[config.mk]
export PLATFORM = sky130hd
export DESIGN_NAME = garegga_snd_cmd_tx_flat
export DESIGN_NICKNAME = d
export VERILOG_FILES = /design/src/rtl/garegga_snd_cmd_tx_if.sv /design/src/rtl/garegga_snd_cmd_tx.sv /design/src/flat_wrapper.sv
export SDC_FILE = /design/constraint.sdc
export NUM_CORES = 1
export LEC_CHECK = 0
export BUFFER_PORTS_ARGS = -buffer_cell sky130_fd_sc_hd__buf_2
export CORE_MARGIN = 2
export CORE_UTILIZATION = 53
export DETAILED_ROUTE_END_ITERATION = 16
export PLACE_DENSITY = 0.75
export SLEW_MARGIN = 25
export SYNTH_ARGS = -nofsm -noshare
export SYNTH_HDL_FRONTEND = slang
export SYNTH_SLANG_ARGS = --single-unit
[constraint.sdc]
create_clock -name CLK96 -period 2.65 [get_ports CLK96]
set_input_delay 0.1325 -clock CLK96 [delete_from_list [all_inputs] [get_ports CLK96]]
set_output_delay 0.1325 -clock CLK96 [all_outputs]
set_load 0.02 [all_outputs]
[src/rtl/garegga_snd_cmd_tx_if.sv]
// Sound-command link bundle: 68k write port and status on one side,
// soundlatch / Z80INT / acknowledge handshake toward the sound CPU on the other.
interface garegga_snd_cmd_tx_if;
    logic       CPU_WE;
    logic       CPU_A0;
    logic [7:0] CPU_DIN;
    logic [7:0] STATUS;
    logic [7:0] SOUNDLATCH;
    logic       Z80INT;
    logic       Z80_ACK;
    logic       BUSY;
    logic       WAIT_68K;

    modport master (
        output CPU_WE, CPU_A0, CPU_DIN, Z80_ACK,
        input  STATUS, SOUNDLATCH, Z80INT, BUSY, WAIT_68K
    );

    modport slave (
        input  CPU_WE, CPU_A0, CPU_DIN, Z80_ACK,
        output STATUS, SOUNDLATCH, Z80INT, BUSY, WAIT_68K
    );
endinterface

[src/rtl/garegga_snd_cmd_tx.sv]
// 68k-side sound command transmitter: queues command bytes and hands them one at a
// time to the sound CPU through the latch, an interrupt pulse and its acknowledge.
module garegga_snd_cmd_tx #(
    parameter int DEPTH = 4,
    parameter int INT_W = 16,
    parameter int GAP   = 32,
    parameter int TOW   = 20
) (
    input  logic CLK96,
    input  logic RESET96,
    garegga_snd_cmd_tx_if.slave bus
);
    localparam int PTRW = $clog2(DEPTH);
    localparam int CNTW = PTRW + 1;
    localparam int GAPW = $clog2(GAP + 1);
    localparam int INTW = $clog2(INT_W + 1);
    localparam int CW0  = (TOW > GAPW) ? TOW : GAPW;
    localparam int CW   = (CW0 > INTW) ? CW0 : INTW;

    localparam logic [CW-1:0] INT_LAST = CW'(INT_W);
    localparam logic [CW-1:0] GAP_LAST = CW'(GAP - 1);
    // Last count before the timeout counter would read all ones.
    localparam logic [CW-1:0] TMO_LAST = CW'((64'd1 << TOW) - 64'd2);

    typedef enum logic [2:0] {
        S_IDLE,
        S_LOAD,
        S_PULSE,
        S_ACK_WAIT,
        S_GAP
    } state_t;

    state_t          state;
    logic [7:0]      mem [DEPTH];
    logic [PTRW-1:0] wr_ptr;
    logic [PTRW-1:0] rd_ptr;
    logic [CNTW-1:0] count;
    logic [CNTW-1:0] count_next;
    logic [4:0]      count_ext;
    logic [2:0]      count_sat;
    logic [7:0]      latch_q;
    logic            int_q;
    logic            busy_q;
    logic            wait_q;
    logic            ovf_q;
    logic            tmo_q;
    logic            ack_seen;
    logic [CW-1:0]   timer;

    logic cmd_wr;
    logic ctrl_wr;
    logic flush;
    logic full;
    logic empty;
    logic push;
    logic pop;

    assign cmd_wr  = bus.CPU_WE & ~bus.CPU_A0;
    assign ctrl_wr = bus.CPU_WE & bus.CPU_A0;
    assign flush   = ctrl_wr & bus.CPU_DIN[7];
    assign full    = (count == CNTW'(DEPTH));
    assign empty   = (count == '0);
    // A full FIFO rejects the push even when LOAD frees a slot this cycle.
    assign push    = cmd_wr & ~flush & ~full;
    assign pop     = (state == S_LOAD) & ~empty & ~flush;

    assign count_next = flush ? '0 : count + CNTW'(push) - CNTW'(pop);
    assign count_ext  = 5'(count);
    assign count_sat  = (count_ext > 5'd7) ? 3'd7 : count_ext[2:0];

    assign bus.STATUS     = {full, empty, busy_q, ovf_q, tmo_q, count_sat};
    assign bus.SOUNDLATCH = latch_q;
    assign bus.Z80INT     = int_q;
    assign bus.BUSY       = busy_q;
    assign bus.WAIT_68K   = wait_q;

    always_ff @(posedge CLK96) begin
        if (push) begin
            mem[wr_ptr] <= bus.CPU_DIN;
        end
    end

    always_ff @(posedge CLK96 or posedge RESET96) begin
        if (RESET96) begin
            wr_ptr <= '0;
            rd_ptr <= '0;
            count  <= '0;
            wait_q <= 1'b0;
            ovf_q  <= 1'b0;
        end else begin
            count  <= count_next;
            wait_q <= (count_next == CNTW'(DEPTH));
            if (flush) begin
                wr_ptr <= '0;
                rd_ptr <= '0;
            end else begin
                if (push) begin
                    wr_ptr <= wr_ptr + PTRW'(1);
                end
                if (pop) begin
                    rd_ptr <= rd_ptr + PTRW'(1);
                end
            end
            if (ctrl_wr && bus.CPU_DIN[0]) begin
                ovf_q <= 1'b0;
            end
            if (cmd_wr && !flush && full) begin
                ovf_q <= 1'b1;
            end
        end
    end

    // One timer is shared by the pulse, acknowledge-timeout and gap phases.
    always_ff @(posedge CLK96 or posedge RESET96) begin
        if (RESET96) begin
            state    <= S_IDLE;
            latch_q  <= 8'h00;
            int_q    <= 1'b0;
            busy_q   <= 1'b0;
            tmo_q    <= 1'b0;
            ack_seen <= 1'b0;
            timer    <= '0;
        end else begin
            if (ctrl_wr && bus.CPU_DIN[1]) begin
                tmo_q <= 1'b0;
            end
            case (state)
                S_IDLE: begin
                    if (!empty) begin
                        state  <= S_LOAD;
                        busy_q <= 1'b1;
                    end
                end
                S_LOAD: begin
                    // A flush between the IDLE decision and here leaves nothing to send.
                    if (empty) begin
                        state  <= S_IDLE;
                        busy_q <= 1'b0;
                    end else begin
                        latch_q  <= mem[rd_ptr];
                        state    <= S_PULSE;
                        timer    <= '0;
                        ack_seen <= 1'b0;
                    end
                end
                S_PULSE: begin
                    if (timer == INT_LAST) begin
                        int_q <= 1'b0;
                        timer <= '0;
                        state <= (ack_seen || bus.Z80_ACK) ? S_GAP : S_ACK_WAIT;
                    end else begin
                        int_q <= 1'b1;
                        timer <= timer + CW'(1);
                        if (bus.Z80_ACK) begin
                            ack_seen <= 1'b1;
                        end
                    end
                end
                S_ACK_WAIT: begin
                    if (bus.Z80_ACK) begin
                        state <= S_GAP;
                        timer <= '0;
                    end else if (timer == TMO_LAST) begin
                        tmo_q <= 1'b1;
                        state <= S_GAP;
                        timer <= '0;
                    end else begin
                        timer <= timer + CW'(1);
                    end
                end
                S_GAP: begin
                    if (timer == GAP_LAST) begin
                        state  <= S_IDLE;
                        busy_q <= 1'b0;
                        timer  <= '0;
                    end else begin
                        timer <= timer + CW'(1);
                    end
                end
                default: begin
                    state  <= S_IDLE;
                    busy_q <= 1'b0;
                    int_q  <= 1'b0;
                    timer  <= '0;
                end
            endcase
        end
    end
endmodule

[src/flat_wrapper.sv]
// flat-port wrapper written by rule: the top's interface ports become plain ports
module garegga_snd_cmd_tx_flat 
#(
    parameter int DEPTH = 4,
    parameter int INT_W = 16,
    parameter int GAP   = 32,
    parameter int TOW   = 20
)
  (CLK96, RESET96, bus_CPU_WE, bus_CPU_A0, bus_CPU_DIN, bus_Z80_ACK, bus_STATUS, bus_SOUNDLATCH, bus_Z80INT, bus_BUSY, bus_WAIT_68K);
  garegga_snd_cmd_tx_if bus_i ();
  input  logic CLK96;
  input  logic RESET96;
  input wire logic [$bits(bus_i.CPU_WE)-1:0] bus_CPU_WE;
  input wire logic [$bits(bus_i.CPU_A0)-1:0] bus_CPU_A0;
  input wire logic [$bits(bus_i.CPU_DIN)-1:0] bus_CPU_DIN;
  input wire logic [$bits(bus_i.Z80_ACK)-1:0] bus_Z80_ACK;
  output wire logic [$bits(bus_i.STATUS)-1:0] bus_STATUS;
  output wire logic [$bits(bus_i.SOUNDLATCH)-1:0] bus_SOUNDLATCH;
  output wire logic [$bits(bus_i.Z80INT)-1:0] bus_Z80INT;
  output wire logic [$bits(bus_i.BUSY)-1:0] bus_BUSY;
  output wire logic [$bits(bus_i.WAIT_68K)-1:0] bus_WAIT_68K;
  assign bus_i.CPU_WE = bus_CPU_WE;
  assign bus_i.CPU_A0 = bus_CPU_A0;
  assign bus_i.CPU_DIN = bus_CPU_DIN;
  assign bus_i.Z80_ACK = bus_Z80_ACK;
  assign bus_STATUS = bus_i.STATUS;
  assign bus_SOUNDLATCH = bus_i.SOUNDLATCH;
  assign bus_Z80INT = bus_i.Z80INT;
  assign bus_BUSY = bus_i.BUSY;
  assign bus_WAIT_68K = bus_i.WAIT_68K;
  garegga_snd_cmd_tx #(.DEPTH(DEPTH), .INT_W(INT_W), .GAP(GAP), .TOW(TOW)) u_core (.CLK96(CLK96), .RESET96(RESET96), .bus(bus_i));
endmodule
==> results.py, run 1 <==
metrics = {
    "run_status": {
        "status": "finished clean",
    },
    "sta": {
        "slew_violations": 0,
        "finClkSkew_ps": 7.24,
        "finalCritPeriodShare_pct": 88.5,
        "maxSlewHeadroom_pct": 50.2,
        "setup-violations-final": 0,
        "fin_tns_setup_ps": 0,
        "min_period_ps": 2350,
        "rsz0062_at_grt": "false",
        "timing.fmax_mhz": 426,
        "whs_ps": 11.1,
        "report.final.hold_viol_count": 0,
        "tightest_slew_ps": 746,
    },
    "logic_synthesis": {
        "synth_most_common_cell": "dfrtp_1",
        "ys_types": 49,
        "synth_top_area_share_pct": 30.6,
        "synth_top_area_cell": "dfrtp_1",
        "synthArstFlopShare_pct": 57.9,
        "synthCells": 301,
        "synth_area_sq_mm": 0.00360,
        "synth_warnings": 0,
        "synth_nets": 325,
        "synth_common_cells": "dfrtp_1, nand2_1, edfxtp_1, nor2_1, nand3_1",
        "synthTopCellsByArea": "dfrtp_1, edfxtp_1, mux4_2",
        "yosysSeqAreaShare_pct": 57.3,
        "ys_seq_elements": 76,
        "ys.flop_type": "dfrtp_1",
        "synth-edff-count": 32,
        "syn_area_per_cell_sq_um": 12.0,
    },
    "worst_setup_path": {
        "r2r-start": "u_core.count[0]",
        "crit_chain": "o31ai_2 > or3_1 > nor2_1 > ha_1 > inv_1 > ha_1 > inv_1 > fa_1 > xnor2_1 > nor4b_1",
        "max_stage_delay_ps": 470,
        "criticalPathCategory": "flop to flop",
        "crit_end": "u_core.bus.WAIT_68K",
        "cp-end-kind": "flop",
        "r2r-end": "u_core.bus.WAIT_68K",
        "rrSetupSlack_ps": 300,
        "cp.arrival_ps": 2600,
        "crit_path_start_kind": "flop",
        "cp_slowest_cell": "dfrtp_1",
        "r2r_cells": 10,
        "startpoint": "u_core.count[0]",
        "required_ps": 2900,
        "critPathMaxFanout": 8,
    },
    "clock_network": {
        "worstSkewPairLatency_ps": 350,
        "clockBufferDepth": 2,
        "cts_buffers": 9,
        "clkSinkCount": 76,
        "root_buffer": "clkbuf_8",
        "clk_pin_slew_ps": 80,
        "cts_tree": "built",
        "htreeDepth": 3,
    },
    "global_routing": {
        "grt_pass1_vias": 2258,
        "grt_usage_pct": 18.6,
        "grt_pass1_wl_um": 10700,
        "antenna_found_initial": 0,
        "grt_overflow_total": 0,
        "grt_max_degree": 45,
    },
    "layout": {
        "drive_above_1_share_pct": 21.0,
        "areaGrowthSynthToFinish_pct": 12.0,
        "fin_cells": 423,
        "final_nets": 362,
        "regArea_sq_mm": 0.00206,
        "fin_util_pct": 60.3,
        "multiInputGateArea_sq_mm": 0.00139,
        "fillerInstances": 512,
        "antennaDiodeCount": 0,
    },
    "placement": {
        "io_buffers": 31,
        "gp_congestion": 0.883,
        "dp_cells": 401,
        "dpl.hpwl_um": 4400,
    },
    "route": {
        "drc_errors": 0,
        "drtAntennaViolNets": 0,
        "vias": 2366,
        "routed_via_density": 5.59,
        "dr.pass1.iters": 4,
        "drt_first_iter_violations": 102,
        "routed_wl_um": 6340,
        "wire_per_inst_um": 15.0,
    },
    "floorplan": {
        "core_area_sq_mm": 0.00668,
        "die_y_um": 86.4,
        "rows": 30,
        "die_w_um": 86.4,
        "fp.dieArea_sq_mm": 0.00746,
        "start_util_pct": 53.9,
        "ioPinCount": 32,
    },
    "power_and_ir_drop": {
        "power_density_mw_per_mm2": 967,
        "p_total_w": 0.00390,
        "peakVddDrop_uv": 629,
        "leakage_nw": 1.68,
    },
    "job": {
        "drv_cap": 0,
    },
    "min_path": {
        "min_path_type": "input pin to flop",
    },
}
worst max-delay path, delay by kind of cell, from the launching register on:
family / cells / cell delay, ps
XOR/XNOR: 1 / 150
adder cells (fa/ha/maj): 3 / 730
buffers and inverters: 2 / 100
AND/OR/NAND/NOR: 3 / 680
AO/OA/AOI/OAI: 1 / 120
flip-flops: 1 / 470
per-layer routing:
layer / track usage (%) / part of all wire (%)
met1: 24.1 / 45
met2: 29.7 / 49
met3: 5.71 / 3.6
met4: 7.24 / 2.4
met5: 0 / 0
area by class of cell:
cell class / count / share of cell area, %
Tap cell: 80 / 2.48
Timing Repair Buffer: 44 / 6.64
Inverter: 10 / 0.962
Multi-Input combinational cell: 197 / 34.5
Clock buffer: 10 / 3.17
Clock inverter: 6 / 1.06
Sequential cell: 76 / 51.1
how the worst min path moves through the flow:
| stage | cells past startpoint | endpoint | slack (ps) | start |
|---|---|---|---|---|
| 2_1_floorplan | 0 | u_core.mem[0][0] | 230 | bus_CPU_DIN[0] |
| 3_3_place_gp | 1 | u_core.mem[3][6] | 340 | bus_CPU_DIN[6] |
| 3_5_place_dp | 1 | u_core.mem[2][6] | 350 | bus_CPU_DIN[6] |
| 4_1_cts | 1 | u_core.mem[1][0] | 9 | bus_CPU_DIN[0] |
| 5_1_grt | 1 | u_core.mem[1][7] | 20 | bus_CPU_DIN[7] |
| 6_report | 1 | u_core.mem[3][0] | 10 | bus_CPU_DIN[0] |
cells in the final DEF, fill, tap and decap left out, types with 3 or more instances in the layout:
cell type      netlist  final
nor3_1               9      9
dfrtp_1             44     44
buf_2                4     31
nor2_1              29     29
inv_1               10      9
edfxtp_1            32     32
ha_1                10     10
dlygate4sd3_1        0      6
nand3_1             15     15
clkbuf_8             0      9
and3_1               6      6
and2_1               5      5
xor2_1               6      6
xnor2_1             11     11
nor4_1               7      7
o21ai_0              8      8
nor2b_1              3      3
clkinv_2             0      3
and4_1               3      3
nor4b_1              3      3
o41ai_1              3      3
mux4_2               8      8
buf_4                5      7
nand2_1             35     35
a21oi_1              5      5
report_power, final:
part / internal (W) / leakage, nW / total, W / switching, W
Combinational: 0.000609 / 0.734 / 0.00143 / 0.000819
Sequential: 0.00146 / 0.866 / 0.00171 / 0.000242
Clock: 0.000339 / 0.0822 / 0.000763 / 0.000423
repair_timing:
| action | in CTS | in global routing |
|---|---|---|
| gates resized for setup | 0 | 0 |
| buffers inserted | 0 | 0 |
| hold buffers | 5 | 1 |
| hold endpoints to repair | 19 | 44 |
state kept, by name, summed over array words and instances, names as in the netlist:
| register | cells |
|---|---|
| u_core.ack_seen | 1 |
| u_core.mem | 32 |
| u_core.timer | 20 |
| u_core.state | 3 |
| u_core.rd_ptr | 2 |
| u_core.ovf_q | 1 |
| u_core.bus.WAIT_68K | 1 |
| u_core.tmo_q | 1 |
| u_core.bus.SOUNDLATCH | 8 |
| u_core.bus.BUSY | 1 |
| u_core.wr_ptr | 2 |
| u_core.bus.Z80INT | 1 |
| u_core.count | 3 |
metrics by stage:
stage / setup WS (ps) / cell area [sq um]
after floorplan: 39.6 / 3600
after global placement: 329 / 3800
after detailed placement: 307 / 3800
after CTS: 285 / 4020
after global routing: 72.6 / 4030
final: 304 / 4030
kinds of logic (layout without fill, tap and decap cells):
group           count (synthesis)  count (layout)  synth area share, %
simple gates                  129             129                 18.6
buf+inv                        28              70                 4.00
mux                            10              10                 5.60
compound gates                 30              30                 6.29
flops                          76              76                 57.3
fa+ha+maj                      11              11                 4.03
xor+xnor                       17              17                 4.14
Power figures use the tool's default switching activity.
==> run 2: changes to the inputs <==
CORE_ASPECT_RATIO = 0.8   (was not set)
==> run 2 against run 1 <==
Net effect: maximum frequency up 1.7%; power up 3.6%; first-iteration DRC count rose by 35%; combinational power barely moved; global-route usage increased by 2.2 points; clock power grew 18%; final area is 0.93% higher; sequential power about the same; die area hardly changed; largest cell class unchanged; highest routed layer unchanged.
==> results.py, run 2 (synthesis gave the netlist of run 1 again) <==
metrics = {
    "global_routing": {
        "grt_pass1_vias": 2360,
        "grt_pass1_wl_um": 11700,
        "grt_overflow_total": 0,
        "antenna_found_initial": 0,
        "grt_max_degree": 45,
        "grt_usage_pct": 20.8,
    },
    "job": {
        "drv_cap": 0,
    },
    "sta": {
        "finalCritPeriodShare_pct": 87.0,
        "min_period_ps": 2310,
        "rsz0062_at_grt": "false",
        "tightest_slew_ps": 765,
        "finClkSkew_ps": 7.66,
        "setup-violations-final": 0,
        "fin_tns_setup_ps": 0,
        "maxSlewHeadroom_pct": 48.9,
        "slew_violations": 0,
        "whs_ps": 20.3,
        "report.final.hold_viol_count": 0,
        "timing.fmax_mhz": 434,
    },
    "layout": {
        "drive_above_1_share_pct": 20.7,
        "fin_area_sq_mm": 0.00407,
        "regArea_sq_mm": 0.00206,
        "fillerInstances": 520,
        "largest_reg_flops": 32,
        "final_common_cell": "dfrtp_1",
        "areaGrowthSynthToFinish_pct": 13.1,
        "largest-register": "u_core.mem",
        "multiInputGateArea_sq_mm": 0.00139,
        "fin_util_pct": 62.9,
        "final_nets": 362,
        "antennaDiodeCount": 0,
        "mostFrequentLayoutCells": "dfrtp_1, nand2_1, edfxtp_1",
    },
    "floorplan": {
        "die_w_um": 96.1,
        "rows": 26,
        "core_area_sq_mm": 0.00647,
        "ioPinCount": 32,
        "start_util_pct": 55.6,
        "die_y_um": 77.7,
        "fp.dieArea_sq_mm": 0.00747,
    },
    "route": {
        "routed_via_density": 5.55,
        "vias": 2370,
        "dr.pass1.iters": 4,
        "drtAntennaViolNets": 0,
        "drc_errors": 0,
        "wire_per_inst_um": 15.7,
        "routed_wl_um": 6710,
        "drt_first_iter_violations": 138,
    },
    "placement": {
        "dpl.hpwl_um": 4590,
        "place_area_sq_mm": 0.00380,
        "gp_congestion": 0.829,
        "io_buffers": 31,
    },
    "clock_network": {
        "htreeDepth": 3,
        "worstSkewPairLatency_ps": 350,
        "clkSinkCount": 76,
        "post_cts_buffers": 0,
        "root_buffer": "clkbuf_8",
        "cts_tree": "built",
        "clockBufferDepth": 2,
        "cts_buffers": 9,
        "cts_resized": 0,
        "hold_buffers": 5,
        "clk_pin_slew_ps": 80,
    },
    "power_and_ir_drop": {
        "p_total_w": 0.00404,
        "leakage_nw": 1.70,
        "power_switching_w": 0.00148,
        "switching_share_pct": 36.7,
        "internal_power_w": 0.00255,
        "clockPowerShare_pct": 22.2,
        "seqPwrFrac_pct": 41.8,
        "peakVddDrop_uv": 721,
        "power_density_mw_per_mm2": 992,
        "power_frac_comb_pct": 36.0,
    },
    "worst_setup_path": {
        "crit_path_start_kind": "flop",
        "cp.arrival_ps": 2550,
        "critPathMaxFanout": 8,
        "cp-end-kind": "flop",
        "criticalPathCategory": "flop to flop",
        "required_ps": 2900,
        "r2r-start": "u_core.state[2]",
        "startpoint": "u_core.state[2]",
        "r2r_cells": 9,
    },
    "min_path": {
        "min_path_type": "input pin to flop",
        "hp-start": "bus_CPU_DIN[7]",
        "hold_depth": 1,
    },
    "run_status": {
        "status": "finished clean",
    },
}
run 2: through the flow:
stage,worst slack [ps],std cells
after detailed placement,335,405
after global placement,402,405
after global routing,148,427
after floorplan,39.6,301
final,343,427
after CTS,317,426
run 2: area by class of cell:
type	count	area share [%]
sequential	76	50.7
multi-input combinational	197	34.2
timing repair buffer	44	6.58
clock buffer	12	3.81
tap	84	2.58
clock inverter	4	1.17
inverter	10	0.953
run 2: power by group through the flow:
stage / combinational (W) / clock [W] / sequential [W]
after global placement: 0.00141 / 0 / 0.00170
final: 0.00145 / 0.000897 / 0.00169
after floorplan: 0.00109 / 0 / 0.00171
after detailed placement: 0.00145 / 0 / 0.00171
after global routing: 0.00162 / 0.000970 / 0.00173
after CTS: 0.00146 / 0.000917 / 0.00169
run 2: critical path, cell delays in order (launching register included):
cell	delay (ps)
dfrtp_1	450
or3_1	410
nor2_1	120
ha_1	230
inv_1	60
ha_1	140
inv_1	50
fa_1	370
xnor2_1	150
nor4b_1	230
run 2: path summary, 6_finish.rpt:
check | endpoint | slack [ps]
min in group asynchronous | u_core.bus.SOUNDLATCH[1] | 430
worst max-delay path | u_core.bus.WAIT_68K | 340
max in group asynchronous | u_core.rd_ptr[1] | 1740
worst min-delay path | u_core.mem[1][7] | 20
worst min register to register | u_core.bus.SOUNDLATCH[6] | 470
worst max register to register | u_core.bus.WAIT_68K | 340
run 2: per-layer routing:
| layer | vias to the layer above | track usage, % | share of wire [%] |
|---|---|---|---|
| li1 | 1151 | - | - |
| met5 | - | 0 | 0 |
| met1 | 1143 | 30.9 | 48 |
| met4 | 0 | 6.00 | 1.1 |
| met3 | 8 | 6.89 | 5.5 |
| met2 | 68 | 29.4 | 45 |
==> run 3: changes to the inputs <==
CAP_MARGIN = 40   (was not set)
CTS_BUF_LIST = sky130_fd_sc_hd__clkbuf_16   (was not set)
==> run 3 against run 2 <==
Net effect: first-iteration DRC count is 27% higher; critical path type unchanged; via count is 0.59% higher; sequential power hardly changed; sequential cell count stayed put.
==> results.py, run 3 (synthesis gave the netlist of run 1 again) <==
metrics = {
    "run_status": {
        "status": "finished clean",
    },
    "floorplan": {
        "rows": 26,
        "core_area_sq_mm": 0.00647,
        "die_y_um": 77.7,
        "die_w_um": 96.1,
        "ioPinCount": 32,
        "fp.dieArea_sq_mm": 0.00747,
        "start_util_pct": 55.6,
    },
    "sta": {
        "report.final.hold_viol_count": 0,
        "slew_violations": 0,
        "min_period_ps": 2310,
        "finClkSkew_ps": 6.62,
        "fin_tns_setup_ps": 0,
        "timing.fmax_mhz": 432,
        "rsz0062_at_grt": "false",
        "setup-violations-final": 0,
        "maxSlewHeadroom_pct": 51.3,
        "finalCritPeriodShare_pct": 87.3,
        "tightest_slew_ps": 729,
    },
    "worst_setup_path": {
        "r2r-start": "u_core.state[2]",
        "critPathMaxFanout": 8,
        "r2r_cells": 9,
        "startpoint": "u_core.state[2]",
        "required_ps": 2880,
        "max_stage_delay_ps": 450,
        "crit_family": "simple AND/OR/NAND/NOR gates",
        "crit_chain": "or3_1 > nor2_1 > ha_1 > inv_1 > ha_1 > inv_1 > fa_1 > xnor2_1 > nor4b_1",
        "criticalPathCategory": "flop to flop",
        "crit_path_start_kind": "flop",
        "cp-end-kind": "flop",
        "cp.depth": 9,
        "rrSetupSlack_ps": 340,
        "cp.arrival_ps": 2540,
        "r2r-end": "u_core.bus.WAIT_68K",
        "cp_slowest_cell": "dfrtp_1",
        "crit_end": "u_core.bus.WAIT_68K",
        "worst-path-buf-inv": 2,
    },
    "min_path": {
        "min_path_type": "input pin to flop",
    },
    "layout": {
        "mostFrequentLayoutCells": "dfrtp_1, nand2_1, edfxtp_1",
        "fin_area_sq_mm": 0.00410,
        "fin_util_pct": 63.4,
        "drive_above_1_share_pct": 21.2,
        "final_nets": 358,
        "areaGrowthSynthToFinish_pct": 14.0,
        "antennaDiodeCount": 0,
        "largest-register": "u_core.mem",
        "fin_cells": 423,
        "largest_reg_flops": 32,
        "final_common_cell": "dfrtp_1",
    },
    "placement": {
        "place_area_sq_mm": 0.00382,
        "gp_congestion": 0.829,
        "io_buffers": 31,
        "dp_cells": 406,
        "dpl.hpwl_um": 4630,
    },
    "clock_network": {
        "cts_buffers": 9,
        "root_buffer": "clkbuf_16",
        "clk_pin_slew_ps": 60,
        "post_cts_buffers": 0,
        "cts_resized": 0,
        "hold_buffers": 1,
        "clockBufferDepth": 2,
        "clkSinkCount": 76,
        "worstSkewPairLatency_ps": 330,
        "htreeDepth": 3,
        "cts_tree": "built",
    },
    "global_routing": {
        "grt_pass1_wl_um": 11700,
        "grt_usage_pct": 20.8,
        "grt_overflow_total": 0,
        "grt_max_degree": 32,
        "antenna_found_initial": 0,
        "grt_pass1_vias": 2431,
    },
    "power_and_ir_drop": {
        "leakage_nw": 1.72,
        "power_density_mw_per_mm2": 1030,
        "peakVddDrop_uv": 713,
    },
    "route": {
        "vias": 2384,
        "drc_errors": 0,
        "dr.pass1.iters": 4,
        "routed_via_density": 5.64,
        "routed_wl_um": 6870,
        "wire_per_inst_um": 16.2,
        "drtAntennaViolNets": 0,
        "drt_first_iter_violations": 175,
    },
    "job": {
        "drv_cap": 0,
    },
}
run 3: cell count changes in the layout (fill, tap and decap cells not counted), sizes merged:
| cell | delta |
|---|---|
| clkinv | +1 |
| clkbuf | -3 |
| dlygate4sd3 | -5 |
| bufinv | -1 |
| inv | +2 |
| buf | +1 |
| clkinvlp | +1 |
run 3: worst min-delay path by stage:
stage                     slack [ps]  cells past startpoint                        to            from
final                             20                      1          u_core.mem[2][3]  bus_CPU_DIN[3]
after global routing              20                      1          u_core.mem[2][5]  bus_CPU_DIN[5]
after CTS                         20                      1          u_core.mem[3][5]  bus_CPU_DIN[5]
after detailed placement         100                      2  u_core.bus.SOUNDLATCH[1]         RESET96
after global placement           350                      1          u_core.mem[0][2]  bus_CPU_DIN[2]
after floorplan                  230                      0          u_core.mem[0][0]  bus_CPU_DIN[0]
run 3: layout make-up:
cell class                      count  area (sq um)
Timing Repair Buffer               40           238
Clock buffer                        9           225
Multi-Input combinational cell    197          1390
Clock inverter                      7          42.5
Fill cell                         518          2370
Sequential cell                    76          2060
Tap cell                           84           105
Inverter                           10          37.5
run 3: worst register-to-register path, cell delays in order (launching register included):
cell     delay, ps
dfrtp_1        450
or3_1          420
nor2_1         120
ha_1           230
inv_1           60
ha_1           140
inv_1           50
fa_1           370
xnor2_1        150
nor4b_1        230
run 3: stage by stage:
stage	hold slack [ps]	setup slack [ps]	total power, W
3_3_place_gp	347	402	0.00311
4_1_cts	17.4	332	0.00426
3_5_place_dp	99.5	343	0.00316
5_1_grt	19.4	211	0.00451
2_1_floorplan	231	39.6	0.00281
6_report	23.7	335	0.00423
run 3: metal layers:
layer	global-route usage [%]	vias up	routed length, um
li1	-	1141	-
met1	29.2	1169	3180
met2	31.5	70	3280
met3	6.50	4	373
met4	5.57	0	34
met5	0	-	0
run 3: where the power goes:
part	internal [W]	switching, W
clock	0.000628	0.000462
combinational	0.000602	0.000848
sequential	0.00147	0.000225
